===== config.mk =====
export PLATFORM = sky130hd
export DESIGN_NAME = knn_seq_flat
export DESIGN_NICKNAME = d
export VERILOG_FILES = /design/src/rtl/knn_seq_if.sv /design/src/rtl/knn_seq.sv /design/src/flat_wrapper.sv
export SDC_FILE = /design/constraint.sdc
export NUM_CORES = 1
export LEC_CHECK = 0
export CORE_MARGIN = 2
export CORE_UTILIZATION = 29
export DETAILED_ROUTE_END_ITERATION = 7
export PLACE_DENSITY = 0.46
export SLEW_MARGIN = 20
export SYNTH_ARGS = -nofsm -noshare
export SYNTH_HDL_FRONTEND = slang
export SYNTH_SLANG_ARGS = --single-unit

===== constraint.sdc =====
create_clock -name clk -period 6.9 [get_ports clk]
set_input_delay 1.38 -clock clk [delete_from_list [all_inputs] [get_ports clk]]
set_output_delay 1.38 -clock clk [all_outputs]
set_load 0.02 [all_outputs]

===== src/rtl/knn_seq_if.sv =====
// Query/reference handshake bundle for knn_seq: control, reference stream and sorted result.
interface knn_seq_if #(
  parameter int unsigned W = 32,
  parameter int unsigned K = 2
);
  logic           start;
  logic [W-1:0]   query;
  logic           ref_valid;
  logic [W-1:0]   ref_data;
  logic           ref_ready;
  logic           busy;
  logic           done;
  logic [W*K-1:0] o;

  // Requester side: issues queries and streams reference points
  modport master (
    output start, query, ref_valid, ref_data,
    input  ref_ready, busy, done, o
  );

  // Engine side: consumes the stream and reports the K nearest distances
  modport slave (
    input  start, query, ref_valid, ref_data,
    output ref_ready, busy, done, o
  );
endinterface


===== src/rtl/knn_seq.sv =====
// Sequential k-nearest-distance engine: streams N reference points per query and
// keeps the K smallest |query - ref| values in an ascending insertion-sorted list.
module knn_seq #(
  parameter int unsigned W = 32,
  parameter int unsigned K = 2,
  parameter int unsigned N = 8
) (
  input  logic      clk,
  input  logic      rst,
  knn_seq_if.slave  bus
);

  localparam int unsigned CW = $clog2(N + 1);

  typedef enum logic [1:0] {
    IDLE = 2'd0,
    RUN  = 2'd1,
    DONE = 2'd2
  } state_t;

  state_t         state;
  state_t         state_next;
  logic [CW-1:0]  cnt;
  logic [W-1:0]   query_q;
  logic [W-1:0]   slot      [K];
  logic [W-1:0]   slot_next [K];
  logic [W-1:0]   dist_c;
  logic           load;
  logic           xfer;
  logic           ref_ready;
  logic           busy;
  logic           done;
  logic [W*K-1:0] o_c;

  // Next-state decode: accept start in IDLE, count transfers in RUN, single DONE cycle
  always_comb begin
    state_next = state;
    load       = 1'b0;
    xfer       = 1'b0;
    case (state)
      IDLE: begin
        if (bus.start) begin
          load       = 1'b1;
          state_next = RUN;
        end
      end
      RUN: begin
        if (bus.ref_valid) begin
          xfer = 1'b1;
          if (cnt == CW'(N - 1)) begin
            state_next = DONE;
          end
        end
      end
      DONE: begin
        state_next = IDLE;
      end
      default: begin
        state_next = IDLE;
      end
    endcase
  end

  // State register plus status flags registered from the next state
  always_ff @(posedge clk or posedge rst) begin
    if (rst) begin
      state     <= IDLE;
      ref_ready <= 1'b0;
      busy      <= 1'b0;
      done      <= 1'b0;
    end else begin
      state     <= state_next;
      ref_ready <= (state_next == RUN);
      busy      <= (state_next != IDLE);
      done      <= (state_next == DONE);
    end
  end

  // Absolute difference; subtracting the smaller operand cannot overflow
  always_comb begin
    dist_c = '0;
    if (query_q >= bus.ref_data) begin
      dist_c = query_q - bus.ref_data;
    end else begin
      dist_c = bus.ref_data - query_q;
    end
  end

  // Insertion sort step: strict-less compare keeps earlier ties in the lower slot
  always_comb begin
    for (int i = 0; i < int'(K); i++) begin
      slot_next[i] = slot[i];
    end
    for (int i = 0; i < int'(K); i++) begin
      if (i == 0) begin
        if (dist_c < slot[0]) begin
          slot_next[0] = dist_c;
        end
      end else if (dist_c < slot[i-1]) begin
        slot_next[i] = slot[i-1];
      end else if (dist_c < slot[i]) begin
        slot_next[i] = dist_c;
      end
    end
  end

  // Query latch, transfer counter and sorted slot list
  always_ff @(posedge clk or posedge rst) begin
    if (rst) begin
      query_q <= '0;
      cnt     <= '0;
      for (int i = 0; i < int'(K); i++) begin
        slot[i] <= '1;
      end
    end else if (load) begin
      query_q <= bus.query;
      cnt     <= '0;
      for (int i = 0; i < int'(K); i++) begin
        slot[i] <= '1;
      end
    end else if (xfer) begin
      cnt <= cnt + CW'(1);
      for (int i = 0; i < int'(K); i++) begin
        slot[i] <= slot_next[i];
      end
    end
  end

  // Flatten slots onto the result bus, slot 0 in the least significant lane
  always_comb begin
    o_c = '0;
    for (int i = 0; i < int'(K); i++) begin
      o_c[W*i +: W] = slot[i];
    end
  end

  assign bus.o         = o_c;
  assign bus.ref_ready = ref_ready;
  assign bus.busy      = busy;
  assign bus.done      = done;

endmodule


===== src/flat_wrapper.sv =====
// flat-port wrapper written by rule: the top's interface ports become plain ports
module knn_seq_flat 
#(
  parameter int unsigned W = 32,
  parameter int unsigned K = 2,
  parameter int unsigned N = 8
)
  (clk, rst, bus_start, bus_query, bus_ref_valid, bus_ref_data, bus_ref_ready, bus_busy, bus_done, bus_o);
  knn_seq_if #(.W(W), .K(K)) bus_i ();
  input  logic clk;
  input  logic rst;
  input wire logic [$bits(bus_i.start)-1:0] bus_start;
  input wire logic [$bits(bus_i.query)-1:0] bus_query;
  input wire logic [$bits(bus_i.ref_valid)-1:0] bus_ref_valid;
  input wire logic [$bits(bus_i.ref_data)-1:0] bus_ref_data;
  output wire logic [$bits(bus_i.ref_ready)-1:0] bus_ref_ready;
  output wire logic [$bits(bus_i.busy)-1:0] bus_busy;
  output wire logic [$bits(bus_i.done)-1:0] bus_done;
  output wire logic [$bits(bus_i.o)-1:0] bus_o;
  assign bus_i.start = bus_start;
  assign bus_i.query = bus_query;
  assign bus_i.ref_valid = bus_ref_valid;
  assign bus_i.ref_data = bus_ref_data;
  assign bus_ref_ready = bus_i.ref_ready;
  assign bus_busy = bus_i.busy;
  assign bus_done = bus_i.done;
  assign bus_o = bus_i.o;
  knn_seq #(.W(W), .K(K), .N(N)) u_core (.clk(clk), .rst(rst), .bus(bus_i));
endmodule

==> key figures <==
Logic synthesis
  – Distinct cell type count after synthesis: 71
  – Post-Synthesis Cells: 1139
  – Synth area leader: dfstp_2
  – Post-synth EDFFs: 0
  – Sequential share of the synthesized area: 28.8%
  – Post-Syn Nets: 1335
  – Synth Cell Area: 9400 um2
  – Top cells by area, synth: dfstp_2 18%, ha_1 17%, dfrtp_1 11%, inv_1 6.3%, a21oi_1 5.6%
  – Post-synthesis async set-or-reset flop share: 100%
  – YS warnings: 0
  – Prevailing post-synth register cell: dfstp_2
  – Top-area cell type share of the netlist area: 17.9%
  – Yosys reg bits: 105
  – Synthesized area per cell: 8.26 um2

Final layout
  – Final net count: 1535
  – Ant. Diodes: 0
  – Filler cell count: 3281
  – Layout cells sized above 1: 16.6%
  – Area Overhead vs Synth: 29.2%
  – Non-filler instance count after layout: 1746

Routing
  – Via Count: 8374
  – DRC: 0
  – Antenna viol nets, final: 0
  – DR vias/cell: 4.80
  – Drt initial violations: 479
  – Final WL: 28300 um
  – Drt wl/cell: 16.2 um
  – Drt first pass iters: 5

Timing
  – Fin Setup TNS: 0 ps
  – Slew Viols, Final: 0
  – Hold Vio Cnt, Final: 0
  – Slew headroom: 40.3%
  – Actual slew at the worst max-slew pin: 893 ps
  – Endpoints failing setup: 0
  – Tcrit/Tclk final: 95.8%
  – Post-route minimum period: 6610 ps
  – F_max: 151 MHz
  – Unrepaired setup endpoints after global routing: false
  – Clock Skew: 12.1 ps

Worst setup path
  – Setup CP Type: input pin to flop
  – Req. time, crit path: 7220 ps
  – Worst-path fanout max: 18
  – Crit end category: flop
  – Startpoint Class: input pin
  – Arrival time worst endpoint: 6930 ps

GRT
  – GRT Resource Usage Total: 17.1%
  – Global route total overflow: 0
  – Vias in the first global route: 8372
  – First-pass GRT wire length: 45700 um
  – Largest net degree at the start of global routing: 77
  – Initial antenna violation count: 0

Clock tree
  – CTS tree: yes
  – CTS Hold Bufs: 0
  – # resized after CTS: 0
  – Num CTS Buffers: 9
  – Clock sink count: 105
  – H-tree depth: 3
  – Worst skew pair latency: 370 ps
  – Max clock buf depth: 2
  – Worst-path clk slew: 80 ps
  – Root Buffer: clkbuf_16

Status
  – Outcome: finished clean

Floorplan
  – Boundary pin count: 135
  – Height of the chip: 184 um
  – FP Rows: 65
  – Die W: 184 um
  – Initial Utilization: 29.6%
  – CORE AREA: 31700 um2
  – Total Die Area: 33900 um2

Job
  – Max-Cap Viols: 0

Min path
  – Worst min-delay path class: flop to flop

Placed design
  – DP HPWL: 22800 um
  – Input/output buffers: 134
  – Post-placement cell count: 1726
  – Final Wtd Congestion: 0.845
## critical path, cell delays in order
cell,delay [ps]
clkdlybuf4s50_1,490
ha_1,190
inv_1,60
fa_1,420
a211oi_2,290
o211ai_2,160
a31oi_4,220
a21oi_2,90
o211ai_2,220
a21oi_4,160
buf_4,170
o31ai_1,290
xor2_1,320
inv_1,100
buf_4,150
ha_1,290
a21o_1,160
a21o_1,170
a21oi_1,140
o211ai_1,170
nor4_1,320
buf_4,170
nor4_4,50
buf_4,240
a211oi_1,350
a211o_1,150
## metrics by stage
stage	hold WS, ps	setup slack, ps	area, um2	utilization (%)
floorplan	450	1080	9400	-
global placement	468	-63.8	11800	37.2
detailed placement	472	-54.7	11800	37.2
CTS	483	300	12100	38.2
global route	505	27.5	12200	38.3
finish	478	290	12200	38.3
## cell type report
cell class,count,area [um2],share of cell area (%)
clock buffer,10,239,1.97
clock inverter,6,75.1,0.618
inverter,161,607,4.99
multi-input combinational,811,5790,47.6
sequential,105,2710,22.3
tap,402,503,4.14
timing repair buffer,251,2230,18.4
## cell families after synthesis
group	after synthesis	share of synthesized area [%]
AOI/OAI and AO/OA	384	25.5
xor gates and xnor gates	32	3.06
adders and majority gates	128	17.2
buffers and inverters	223	9.79
DFF	105	28.8
muxes	39	4.19
and+or+nand+nor	228	11.5
## cell usage after synthesis, types with 4 or more instances
cell type and number:
buf_2 21, o31ai_1 4, o21ai_0 79, and3_1 4, nand4_1 22, buf_4 5, o21a_1 9, nor2_1 70
or2_1 4, nor4_1 8, nand2_1 73, a221oi_1 4, a211o_1 13, xor2_1 7, a31oi_1 17, or3_1 5
dfstp_2 64, a21oi_1 106, mux2i_1 36, dfrtp_1 41, a21o_1 37, clkbuf_1 30, o21bai_1 12, nand3_1 9
nor2b_1 4, a211oi_1 23, ha_1 126, a21oi_2 4, nor3_1 11, xnor2_1 24, inv_1 159, o211ai_1 7
o21ai_1 40, nand2b_1 4
## metal layers
| layer | GRT usage [%] | vias up | wire (um) |
|---|---|---|---|
| li1 | - | 4364 | - |
| met4 | 3.30 | 0 | 238 |
| met3 | 1.98 | 18 | 898 |
| met1 | 24.9 | 3838 | 14600 |
| met5 | 0 | - | 0 |
| met2 | 27.2 | 154 | 12600 |
## sequential cells by signal, indices dropped and copies added (netlist names)
name,count
u_core.bus.busy,1
u_core.bus.done,1
u_core.bus.o,64
u_core.bus.ref_ready,1
u_core.cnt,4
u_core.query_q,32
u_core.state,2
## what timing repair did
item	in CTS	in global routing
setup endpoints to repair	0	1
buffers inserted	0	4
hold endpoints to repair	0	0
## layout by cell type, fill, tap and decap left out, types with 7 or more instances in the layout
master,count
xor2_1,7
a31oi_1,17
mux2i_1,36
nand4_1,22
nor2_1,70
nor3_1,11
o21ai_1,40
dfstp_2,64
buf_4,116
clkbuf_16,9
xnor2_1,24
a21oi_1,106
ha_1,126
nor4_1,8
o21a_1,9
a21o_1,37
inv_1,158
o21bai_1,12
nand2_1,73
dfrtp_1,41
a211o_1,12
o211ai_1,7
a211oi_1,23
nand3_1,9
o21ai_0,79
clkdlybuf4s50_1,134
## path summary, 6_finish.rpt
kind | startpoint | end | slack, ps | depth (start not counted)
hold / removal | u_core.bus.o[32] | u_core.bus.o[32] | 480 | 2
max in group asynchronous | rst | u_core.query_q[0] | 4230 | 3
setup reg to reg | u_core.query_q[0] | u_core.bus.o[49] | 1350 | 26
min in group asynchronous | rst | u_core.state[0] | 1420 | 2
hold reg to reg | u_core.bus.o[32] | u_core.bus.o[32] | 480 | 2
setup / recovery | bus_ref_data[0] | u_core.bus.o[49] | 290 | 26
Power is not shown: default switching activity piles up to over one toggle a cycle in this logic, so the estimate is an artifact.
